--- config.mk ---
export PLATFORM = sky130hd
export DESIGN_NAME = instr_reg_ctrl_flat
export DESIGN_NICKNAME = d
export VERILOG_FILES = /design/src/rtl/instr_register_pkg.sv /design/src/rtl/instr_reg_ctrl_if.sv /design/src/rtl/instr_reg_ctrl_rr_arb2.sv /design/src/rtl/instr_reg_ctrl.sv /design/src/flat_wrapper.sv
export SDC_FILE = /design/constraint.sdc
export NUM_CORES = 1
export LEC_CHECK = 0
export CELL_PAD_IN_SITES_DETAIL_PLACEMENT = 1
export CELL_PAD_IN_SITES_GLOBAL_PLACEMENT = 1
export CORE_ASPECT_RATIO = 1.1
export CORE_MARGIN = 4
export CORE_UTILIZATION = 12
export CTS_CLUSTER_SIZE = 24
export DETAILED_ROUTE_END_ITERATION = 10
export PLACE_DENSITY_LB_ADDON = 0.1
export SLEW_MARGIN = 15
export SYNTH_ARGS = -nofsm -noshare
export SYNTH_HDL_FRONTEND = slang
export SYNTH_SLANG_ARGS = --single-unit
--- constraint.sdc ---
create_clock -name clk -period 2.6 [get_ports clk]
set_input_delay 0.52 -clock clk [delete_from_list [all_inputs] [get_ports clk]]
set_output_delay 0.52 -clock clk [all_outputs]
set_load 0.005 [all_outputs]
--- src/rtl/instr_register_pkg.sv ---
// Shared types and sizing for the instruction register and its FIFO controller.
package instr_register_pkg;

  localparam int DEPTH   = 32;
  localparam int ADDR_W  = $clog2(DEPTH);
  localparam int COUNT_W = ADDR_W + 1;

  typedef enum logic [3:0] {
    ZERO  = 4'd0,
    PASSA = 4'd1,
    PASSB = 4'd2,
    ADD   = 4'd3,
    SUB   = 4'd4,
    MULT  = 4'd5,
    DIV   = 4'd6,
    MOD   = 4'd7
  } opcode_t;

  typedef logic signed [31:0] operand_t;
  typedef logic [ADDR_W-1:0]  address_t;
  typedef logic [COUNT_W-1:0] count_t;

  typedef struct packed {
    opcode_t  opc;
    operand_t op_a;
    operand_t op_b;
  } instruction_t;

  // Pointers wrap naturally from DEPTH-1 to 0 because DEPTH is a power of two.
  function automatic address_t ptr_inc(input address_t p);
    return p + address_t'(1);
  endfunction

endpackage

--- src/rtl/instr_reg_ctrl_if.sv ---
// Bundle of requester, instruction-register and issue signals around the controller.
interface instr_reg_ctrl_if;
  import instr_register_pkg::*;

  // Requesters
  logic         req0_valid;
  opcode_t      req0_opcode;
  operand_t     req0_op_a;
  operand_t     req0_op_b;
  logic         req0_ready;
  logic         req1_valid;
  opcode_t      req1_opcode;
  operand_t     req1_op_a;
  operand_t     req1_op_b;
  logic         req1_ready;
  logic         flush;

  // Instruction register write and read ports
  logic         ir_load_en;
  address_t     ir_write_pointer;
  opcode_t      ir_opcode;
  operand_t     ir_operand_a;
  operand_t     ir_operand_b;
  address_t     ir_read_pointer;
  instruction_t ir_instruction_word;

  // Issue side and status
  logic         issue_valid;
  logic         issue_ready;
  instruction_t issue_word;
  count_t       count;
  logic         full;
  logic         empty;

  // Controller side
  modport slave (
    input  req0_valid, req0_opcode, req0_op_a, req0_op_b,
    input  req1_valid, req1_opcode, req1_op_a, req1_op_b,
    input  flush, ir_instruction_word, issue_ready,
    output req0_ready, req1_ready,
    output ir_load_en, ir_write_pointer, ir_opcode, ir_operand_a, ir_operand_b,
    output ir_read_pointer, issue_valid, issue_word, count, full, empty
  );

  // Environment side: requesters, instruction register and consumer
  modport master (
    output req0_valid, req0_opcode, req0_op_a, req0_op_b,
    output req1_valid, req1_opcode, req1_op_a, req1_op_b,
    output flush, ir_instruction_word, issue_ready,
    input  req0_ready, req1_ready,
    input  ir_load_en, ir_write_pointer, ir_opcode, ir_operand_a, ir_operand_b,
    input  ir_read_pointer, issue_valid, issue_word, count, full, empty
  );

endinterface

--- src/rtl/instr_reg_ctrl_rr_arb2.sv ---
// Two-way round-robin arbiter: one-hot grant, prio selects the preferred side.
module rr_arb2 (
  input  logic       i_valid0,
  input  logic       i_valid1,
  input  logic       i_prio,
  input  logic       i_enable,
  output logic [1:0] o_grant
);

  // Grant the preferred requester on contention, otherwise whichever is valid.
  always_comb begin
    // NOTE: every output of a combinational block gets a default first so no path leaves it unassigned (no latch).
    o_grant = 2'b00;
    if (i_enable) begin
      if (i_valid0 && i_valid1) begin
        o_grant = i_prio ? 2'b10 : 2'b01;
      end else begin
        o_grant = {i_valid1, i_valid0};
      end
    end
  end

endmodule

--- src/rtl/instr_reg_ctrl.sv ---
// FIFO controller that runs a 32-entry instruction register for two requesters.
module instr_reg_ctrl
  import instr_register_pkg::*;
(
  input  logic             clk,
  input  logic             reset_n,
  instr_reg_ctrl_if.slave  bus
);

  address_t   r_wr_ptr;
  address_t   r_rd_ptr;
  count_t     r_count;
  logic       r_prio;

  logic       w_full;
  logic       w_empty;
  logic       w_arb_en;
  logic [1:0] w_grant;
  logic       w_write;
  logic       w_pop;

  // Status comes from the registered count, so a same-cycle pop never frees a slot early.
  assign w_full   = (r_count == count_t'(DEPTH));
  assign w_empty  = (r_count == '0);
  // Reset is included so nothing is granted while the block is held in reset.
  assign w_arb_en = reset_n & ~w_full & ~bus.flush;
  assign w_write  = |w_grant;
  assign w_pop    = ~w_empty & bus.issue_ready & ~bus.flush;

  rr_arb2 u_arb (
    .i_valid0 (bus.req0_valid),
    .i_valid1 (bus.req1_valid),
    .i_prio   (r_prio),
    .i_enable (w_arb_en),
    .o_grant  (w_grant)
  );

  assign bus.req0_ready       = w_grant[0];
  assign bus.req1_ready       = w_grant[1];
  assign bus.ir_write_pointer = r_wr_ptr;
  assign bus.ir_read_pointer  = r_rd_ptr;
  assign bus.issue_valid      = ~w_empty;
  assign bus.issue_word       = bus.ir_instruction_word;
  assign bus.count            = r_count;
  assign bus.full             = w_full;
  assign bus.empty            = w_empty;

  // Steer the granted requester's fields onto the write port; zero when idle.
  always_comb begin
    bus.ir_load_en   = 1'b0;
    bus.ir_opcode    = ZERO;
    bus.ir_operand_a = '0;
    bus.ir_operand_b = '0;
    if (w_grant[0]) begin
      bus.ir_load_en   = 1'b1;
      bus.ir_opcode    = bus.req0_opcode;
      bus.ir_operand_a = bus.req0_op_a;
      bus.ir_operand_b = bus.req0_op_b;
    end else if (w_grant[1]) begin
      bus.ir_load_en   = 1'b1;
      bus.ir_opcode    = bus.req1_opcode;
      bus.ir_operand_a = bus.req1_op_a;
      bus.ir_operand_b = bus.req1_op_b;
    end
  end

  // Pointer, occupancy and priority state; flush outranks writes and pops.
  // The instruction register itself is never cleared: resetting the pointers makes old entries unreachable.
  always_ff @(posedge clk or negedge reset_n) begin
    if (!reset_n) begin
      r_wr_ptr <= '0;
      r_rd_ptr <= '0;
      r_count  <= '0;
      r_prio   <= 1'b0;
    end else if (bus.flush) begin
      r_wr_ptr <= '0;
      r_rd_ptr <= '0;
      r_count  <= '0;
      r_prio   <= 1'b0;
    end else begin
      // NOTE: state registers use non-blocking assignments so every update sees pre-edge values.
      if (w_write) r_wr_ptr <= ptr_inc(r_wr_ptr);
      if (w_pop)   r_rd_ptr <= ptr_inc(r_rd_ptr);
      if (w_write && !w_pop) begin
        r_count <= r_count + count_t'(1);
      end else if (w_pop && !w_write) begin
        r_count <= r_count - count_t'(1);
      end
      // After a grant the other requester becomes preferred.
      if (w_write) r_prio <= w_grant[0];
    end
  end

endmodule

--- src/flat_wrapper.sv ---
// flat-port wrapper written by rule: the top's interface ports become plain ports
module instr_reg_ctrl_flat import instr_register_pkg::*;
  (clk, reset_n, bus_req0_valid, bus_req0_opcode, bus_req0_op_a, bus_req0_op_b, bus_req1_valid, bus_req1_opcode, bus_req1_op_a, bus_req1_op_b, bus_flush, bus_ir_instruction_word, bus_issue_ready, bus_req0_ready, bus_req1_ready, bus_ir_load_en, bus_ir_write_pointer, bus_ir_opcode, bus_ir_operand_a, bus_ir_operand_b, bus_ir_read_pointer, bus_issue_valid, bus_issue_word, bus_count, bus_full, bus_empty);
  instr_reg_ctrl_if bus_i ();
  input  logic clk;
  input  logic reset_n;
  input wire logic [$bits(bus_i.req0_valid)-1:0] bus_req0_valid;
  input wire logic [$bits(bus_i.req0_opcode)-1:0] bus_req0_opcode;
  input wire logic [$bits(bus_i.req0_op_a)-1:0] bus_req0_op_a;
  input wire logic [$bits(bus_i.req0_op_b)-1:0] bus_req0_op_b;
  input wire logic [$bits(bus_i.req1_valid)-1:0] bus_req1_valid;
  input wire logic [$bits(bus_i.req1_opcode)-1:0] bus_req1_opcode;
  input wire logic [$bits(bus_i.req1_op_a)-1:0] bus_req1_op_a;
  input wire logic [$bits(bus_i.req1_op_b)-1:0] bus_req1_op_b;
  input wire logic [$bits(bus_i.flush)-1:0] bus_flush;
  input wire logic [$bits(bus_i.ir_instruction_word)-1:0] bus_ir_instruction_word;
  input wire logic [$bits(bus_i.issue_ready)-1:0] bus_issue_ready;
  output wire logic [$bits(bus_i.req0_ready)-1:0] bus_req0_ready;
  output wire logic [$bits(bus_i.req1_ready)-1:0] bus_req1_ready;
  output wire logic [$bits(bus_i.ir_load_en)-1:0] bus_ir_load_en;
  output wire logic [$bits(bus_i.ir_write_pointer)-1:0] bus_ir_write_pointer;
  output wire logic [$bits(bus_i.ir_opcode)-1:0] bus_ir_opcode;
  output wire logic [$bits(bus_i.ir_operand_a)-1:0] bus_ir_operand_a;
  output wire logic [$bits(bus_i.ir_operand_b)-1:0] bus_ir_operand_b;
  output wire logic [$bits(bus_i.ir_read_pointer)-1:0] bus_ir_read_pointer;
  output wire logic [$bits(bus_i.issue_valid)-1:0] bus_issue_valid;
  output wire logic [$bits(bus_i.issue_word)-1:0] bus_issue_word;
  output wire logic [$bits(bus_i.count)-1:0] bus_count;
  output wire logic [$bits(bus_i.full)-1:0] bus_full;
  output wire logic [$bits(bus_i.empty)-1:0] bus_empty;
  assign bus_i.req0_valid = bus_req0_valid;
  assign bus_i.req0_opcode = bus_req0_opcode;
  assign bus_i.req0_op_a = bus_req0_op_a;
  assign bus_i.req0_op_b = bus_req0_op_b;
  assign bus_i.req1_valid = bus_req1_valid;
  assign bus_i.req1_opcode = bus_req1_opcode;
  assign bus_i.req1_op_a = bus_req1_op_a;
  assign bus_i.req1_op_b = bus_req1_op_b;
  assign bus_i.flush = bus_flush;
  assign bus_i.ir_instruction_word = bus_ir_instruction_word;
  assign bus_i.issue_ready = bus_issue_ready;
  assign bus_req0_ready = bus_i.req0_ready;
  assign bus_req1_ready = bus_i.req1_ready;
  assign bus_ir_load_en = bus_i.ir_load_en;
  assign bus_ir_write_pointer = bus_i.ir_write_pointer;
  assign bus_ir_opcode = bus_i.ir_opcode;
  assign bus_ir_operand_a = bus_i.ir_operand_a;
  assign bus_ir_operand_b = bus_i.ir_operand_b;
  assign bus_ir_read_pointer = bus_i.ir_read_pointer;
  assign bus_issue_valid = bus_i.issue_valid;
  assign bus_issue_word = bus_i.issue_word;
  assign bus_count = bus_i.count;
  assign bus_full = bus_i.full;
  assign bus_empty = bus_i.empty;
  instr_reg_ctrl u_core (.clk(clk), .reset_n(reset_n), .bus(bus_i));
endmodule
== Yosys cells after proc, flatten, opt, wreduce, memory -nomap -nowiden ==
Index checks and enable logic that the tools add are counted.

* Bits in registers: 17
* Output and inout port bits: 158
* Logic and storage cells: 46

* Add/subtract/negate cells: 4
* Equal/unequal tests: 1
* Mux-type cells: 20
* Bitwise operators: 7
* Reduce and logical (&&, ||, !) cells: 10

{| class="wikitable"
|+ Operator list
! kind !! number
|-
| $mux W32 || 4
|-
| $mux W5 || 4
|-
| $mux W6 || 3
|-
| $add A5 B1 Y5 const B || 2
|-
| $mux W4 || 2
|-
| $add A6 B1 Y6 const B || 1
|-
| $eq A6 B6 Y1 const B || 1
|-
| $logic_not A6 Y1 || 1
|-
| $mux W2 || 3
|-
| $sub A6 B1 Y6 const B || 1
|-
| $and A1 B1 Y1 || 4
|-
| $mux W1 || 4
|-
| $reduce_bool A2 Y1 || 2
|-
| $logic_and A1 B1 Y1 || 3
|-
| $not A1 Y1 || 3
|-
| $reduce_bool A3 Y1 || 1
|-
| $logic_not A1 Y1 || 2
|-
| $reduce_or A2 Y1 || 1
|}

== Logic depth before layout (Yosys ltp) ==
Gate-level depths: netlist (run 1).

* Depth after elaboration: 11
* Mapped depth: 11
* Gate-level depth less buffers: 10

== Hierarchy ==
Synthesis (run 1) repeated with hierarchy kept, for this count alone.

* Cells, all modules: 282
* Area total of the unflattened synthesis: 2368.5 µm²

{| class="wikitable"
|+ By module, submodules not included
! module !! times used !! cells each !! area each (µm²) !! seq. area each (µm²)
|-
| instr_reg_ctrl || 1 || 277 || 2347.3 || 425.4
|-
| rr_arb2 || 1 || 5 || 21.3 || 0.0
|}

== Worst setup path after synthesis (run 1) ==
No wires, ideal clock.

* Kind: input to register
* Start point: input port bus_flush
* End point: register u_core.r_count[5] (netlist: u_core.bus.count[5])
* Setup time: 128 ps
* Data arrival time: 2824 ps
* Required time: 2472 ps
* Slack: -351 ps
* Stages: 11
* Path through: buf_6 nand2b_4 a211oi_4 and2b_2 inv_1 ha_1 a211oi_1 o21bai_1 a21oi_1 mux2i_1 mux2_1

* Longest elaborated chain between the ends: 7
* Elaborated cells on any way between the ends: 12
* Those cells by class: mux: 3; bitwise: 3; reduce/logical: 6

{| class="wikitable"
|+ RTL lines
! item !! line !! text
|-
| from (decl) || flat_wrapper.sv:15 || <nowiki>input wire logic [$bits(bus_i.flush)-1:0] bus_flush;</nowiki>
|-
| $not A1 Y1 || instr_reg_ctrl.sv:26, instr_reg_ctrl.sv:28 ||
|-
| $and A1 B1 Y1 || instr_reg_ctrl.sv:26 || <nowiki>assign w_arb_en = reset_n & ~w_full & ~bus.flush;</nowiki>
|-
| $mux W2 || instr_reg_ctrl_rr_arb2.sv:14 || <nowiki>if (i_enable) begin</nowiki>
|-
| $reduce_or A2 Y1 || instr_reg_ctrl.sv:27 || <nowiki>assign w_write = |w_grant;</nowiki>
|-
| $logic_and A1 B1 Y1 / $logic_not A1 Y1 (equally long branches) || instr_reg_ctrl.sv:84, instr_reg_ctrl.sv:86 ||
|-
| $mux W6 / $logic_and A1 B1 Y1 (equally long branches) || instr_reg_ctrl.sv:84, instr_reg_ctrl.sv:86 ||
|-
| $mux W6 / $reduce_bool A3 Y1 (equally long branches) || - ||
|-
| to (signal assigned) || instr_reg_ctrl.sv:85 || <nowiki>r_count <= r_count + count_t'(1);</nowiki>
|-
| to (signal assigned) || instr_reg_ctrl.sv:87 || <nowiki>r_count <= r_count - count_t'(1);</nowiki>
|-
| to (decl) || instr_reg_ctrl.sv:12 || <nowiki>count_t r_count;</nowiki>
|}

Several ways; a longest one is shown, not always the timed one.
A chain may end at the register's enable or synchronous reset.

== Worst setup path after layout (run 1) ==
* Start point: register u_core.r_count[1] (netlist: u_core.bus.count[1])
* End point: output port bus_ir_operand_a[16]

* Longest elaborated chain between the ends: 7

{| class="wikitable"
|+ RTL lines
! item !! line !! text
|-
| $eq A6 B6 Y1 * || instr_reg_ctrl.sv:23 || <nowiki>assign w_full = (r_count == count_t'(DEPTH));</nowiki>
|-
| $not A1 Y1 * || instr_reg_ctrl.sv:26 ||
|-
| $and A1 B1 Y1 * (2 in a row) || instr_reg_ctrl.sv:26 ||
|-
| $mux W2 * || instr_reg_ctrl_rr_arb2.sv:14 ||
|-
| $mux W32 || instr_reg_ctrl.sv:59 || <nowiki>end else if (w_grant[1]) begin</nowiki>
|-
| $mux W32 * || instr_reg_ctrl.sv:54 || <nowiki>if (w_grant[0]) begin</nowiki>
|-
| to (decl) || flat_wrapper.sv:23 || <nowiki>output wire logic [$bits(bus_i.ir_operand_a)-1:0] bus_ir_operand_a;</nowiki>
|}

Every way passes the cells marked *; elsewhere a longest branch is shown, timed or not.

==> results.rst, run 1 <==
.. list-table::
   :header-rows: 1

   * - Metric
     - Value
   * - Wire length of the first global-routing pass
     - around 22000 microns
   * - Min Clock Period, post-route
     - roughly 2.7 ns
   * - Antenna violations before repair
     - 11
   * - Unrepaired setup endpoints after global routing
     - true
   * - Met3 track demand over resource
     - 9.13%
   * - Library cell with the largest summed area after synthesis
     - sky130_fd_sc_hd__a22o_1
   * - Critical Path Fanout Max
     - 5
   * - Portion of total power attributed to sequential cells
     - 15.9%
   * - Number of vias after detailed routing
     - just under 3000
   * - NumNets Final
     - 690
   * - Syn_nets
     - 472
   * - Transition at the pin with the smallest max-transition slack
     - 0.379 ns
   * - Worst-path cell chain
     - nor4b_4 > and2_4 > nor2_4 > and3_4 > buf_12 > buf_12 > buf_4 > a22o_1 > buf_2
   * - Post-DR wirelength/cell
     - 21.4 microns
   * - CTS HTree Levels
     - 1
   * - Pwr dens
     - 498 nW/um^2
   * - Number of global-route vias before repair
     - 3223
   * - Path class of the lowest-slack min-delay path
     - in -> async
   * - Final critical-path share of the clock period
     - 102%
   * - Leakage component of the power
     - between 2 and 2.5 nW
   * - Share of layout cells above drive strength 1
     - 34.7%
   * - Delay of the slowest cell on the worst path
     - around 0.43 ns
   * - Start-to-end type of the worst setup path
     - reg -> out
   * - Clock tree skew after final layout
     - 0.00332 ns
   * - Portion of synthesized cell area occupied by the leading cell type
     - 26.5%
   * - Warning count from the yosys run
     - 0
   * - Average footprint of a synthesized cell
     - 8.80 sq um
   * - Number of max-capacitance violations reported
     - 0
   * - Maximum resistive drop on vdd
     - ~380 uV
   * - Worst flop-to-flop path endpoint
     - u_core.bus.count[5]
   * - Number of distinct library cell variants in the gate-level netlist after synthesis
     - 41
   * - RR Startpoint
     - u_core.bus.count[1]
   * - Crit path top cell by count
     - sky130_fd_sc_hd__buf_12
   * - Largest cells by area after synthesis
     - sky130_fd_sc_hd__a22o_1 27%, sky130_fd_sc_hd__buf_4 23%, sky130_fd_sc_hd__dfrtp_1 19%
   * - Met1 layer usage reported by global route
     - 14.9%
   * - Post-Route Hold Slack
     - between 0.4 and 0.5 ns
   * - Clock latency at the later pin of the worst-skew pair
     - 0.25 ns
   * - Cell chosen for the clock root
     - sky130_fd_sc_hd__clkbuf_16
   * - Clock-pin transition on the worst setup and hold timing paths
     - 0.05 ns
   * - GRT Resource Usage Total
     - 13.8%
   * - Logic depth of the worst register-to-register path
     - 13
   * - Initial Util
     - 12.2%
   * - Number of placement rows
     - 52
   * - Total Die Area
     - roughly 21000 sq um
   * - Number of standard cells after synthesis
     - 255
   * - Headroom to the max-slew limit
     - 74.7%
   * - Comb power frac
     - 71.6%
   * - Setup violation total in the final timing report
     - 31
   * - Final wirelength
     - approximately 15000 microns
   * - Critical path origin
     - u_core.bus.count[1]
   * - Fin cells
     - 716
   * - Async set or reset register ratio after synthesis
     - 100%
   * - Average vias per placed instance
     - 4.04
   * - Post-synthesis register bit count
     - 17
   * - Hold Fails Final Rpt
     - 0
   * - Mapped cell area
     - 2240 sq um
   * - Switching Power
     - 0.838 mW
   * - Area growth from synthesis to layout
     - 120%
   * - Part of the power in the clock network
     - ~13%
   * - Internal power component
     - between 1.5 and 2 mW
   * - Commonest cells in the netlist
     - 68 x sky130_fd_sc_hd__a22o_1, 68 x sky130_fd_sc_hd__buf_4, 18 x sky130_fd_sc_hd__nor2_1
   * - Routing usage on met2
     - 22.8%
   * - Count of pins on the block boundary
     - around 370
   * - Maximum operating frequency
     - 376 MHz
   * - Net switching fraction of the power
     - 34.1%
   * - Global placement routability congestion
     - 0.709
   * - Leftover overflow at the end of global routing
     - 0
   * - Number of synthesized flops with an enable pin
     - 0
   * - Worst endpoint data arrival time
     - 2.14 ns
   * - Result of the run
     - finished, violations left
   * - Total iterations of the first detailed-routing run
     - 4
   * - Routed Antenna Nets
     - 0
   * - DP HPWL
     - 11500 microns
   * - Core area
     - about 18000 sq um
   * - Final routed DRC violation total
     - 0
   * - Sequential cell area fraction in the yosys report
     - 19.0%
   * - Clock Sink Count
     - 17
   * - Flip-flop cell with the highest count after synthesis
     - sky130_fd_sc_hd__dfrtp_1
   * - Number of buffers created by CTS
     - 3
   * - Horizontal die dimension
     - 138 microns
   * - # placed instances
     - 671
   * - Die H
     - 151 microns
   * - GRT busiest layer
     - met2
   * - WP data required
     - 2.08 ns
   * - Maximum number of pins on one net before global-route repair
     - 19
   * - Element type at the critical path start
     - flop
   * - Drt initial violations
     - 50
   * - Buffers from clock root to sink, at most
     - 2
   * - TritonCTS clock tree
     - done
   * - Number of port buffers
     - 231
   * - Nature of the critical path endpoint
     - output port
   * - Cts hold-fix bufs
     - 0
   * - Setup total negative slack
     - -1.07 ns
   * - Worst path slowest cell
     - sky130_fd_sc_hd__dfrtp_2
   * - Failing checks
     - negative setup slack
   * - Final slew viol count
     - 0
   * - Fin worst setup slack
     - -0.0624 ns
   * - Reg2reg setup slack
     - 0.02 ns
## routing by layer
layer	up-vias	wire length [microns]
met5	-	131
met4	20	291
met3	52	2110
met2	172	7220
met1	1346	5600
li1	1303	-
## registers in the layout, indices dropped and copies added (netlist names)
register,flops
u_core.bus.count,6
u_core.bus.ir_read_pointer,5
u_core.bus.ir_write_pointer,5
u_core.r_prio,1
## cells in the final DEF, fill, tap and decap left out, drive strengths merged, types with 3 or more instances in the layout
cell,n
clkdlybuf4s50,157
buf,121
a22o,68
clkbuf,20
nor2,18
dfrtp,17
xor2,7
ha,6
mux2i,5
nand2,4
nand4,4
xnor2,4
inv,4
dlygate4sd2,3
a21oi,3
a211oi,3
## metrics by stage
step	util (%)	setup slack, ns	power, mW	instance area (sq um)
3_3_place_gp	24.8	-0.452	1.97	4560
3_5_place_dp	24.8	-0.446	1.98	4560
6_report	26.8	-0.0624	2.46	4940
4_1_cts	27.6	-0.153	2.46	5080
5_1_grt	26.8	-0.157	2.68	4940
2_1_floorplan	-	-0.143	1.14	2290
## worst max-delay path by stage
stage / to / slack, ns
final: bus_ir_operand_a[16] / -0.06
after global routing: bus_ir_operand_a[19] / -0.16
after CTS: u_core.bus.count[5] / -0.15
after detailed placement: bus_ir_operand_b[6] / -0.45
after global placement: bus_ir_operand_b[6] / -0.45
after floorplan: u_core.bus.count[5] / -0.14
## power groups by stage
stage / logic, mW / registers, mW / clock network (mW)
2_1_floorplan: 0.733 / 0.407 / 0
3_3_place_gp: 1.59 / 0.381 / 0
3_5_place_dp: 1.60 / 0.380 / 0
4_1_cts: 1.75 / 0.384 / 0.319
5_1_grt: 1.95 / 0.402 / 0.334
6_report: 1.76 / 0.390 / 0.309
## critical path: cells and delay by family (launching register included)
| kind | cells | cell delay [ns] |
|---|---|---|
| flops | 1 | 0.43 |
| buf+inv | 4 | 0.55 |
| simple gates | 4 | 0.71 |
| compound gates | 1 | 0.21 |
## layout make-up
type / instances / area (sq um)
fill: 2153 / 13500
timing repair buffer: 299 / 2820
multi-input combinational: 148 / 1290
sequential: 17 / 429
tap: 243 / 304
clock buffer: 4 / 78.8
inverter: 4 / 17.5
antenna: 1 / 2.50
## cell families after synthesis
family                   share of synthesized area (%)
buffers and inverters                             27.8
AO/OA/AOI/OAI                                     30.8
AND/OR/NAND/NOR                                   10.8
flip-flops                                        19.0
XOR/XNOR                                          4.63
adder cells (fa/ha/maj)                           4.24
multiplexers                                      2.73
## timing repair
item	in CTS	in global routing
endpoints found under the setup margin	72	73
pin swaps	15	31
cloned	11	1
resized for setup	271	48
setup buffers	31	5
No activity file was read; power rests on OpenSTA's default activity.
==> run 2, diff against run 1 <==
- CTS_CLUSTER_DIAMETER: not set -> 200
==> results of run 2 <==
Same layout as run 1: the final DEF is identical, and so are final timing and power.
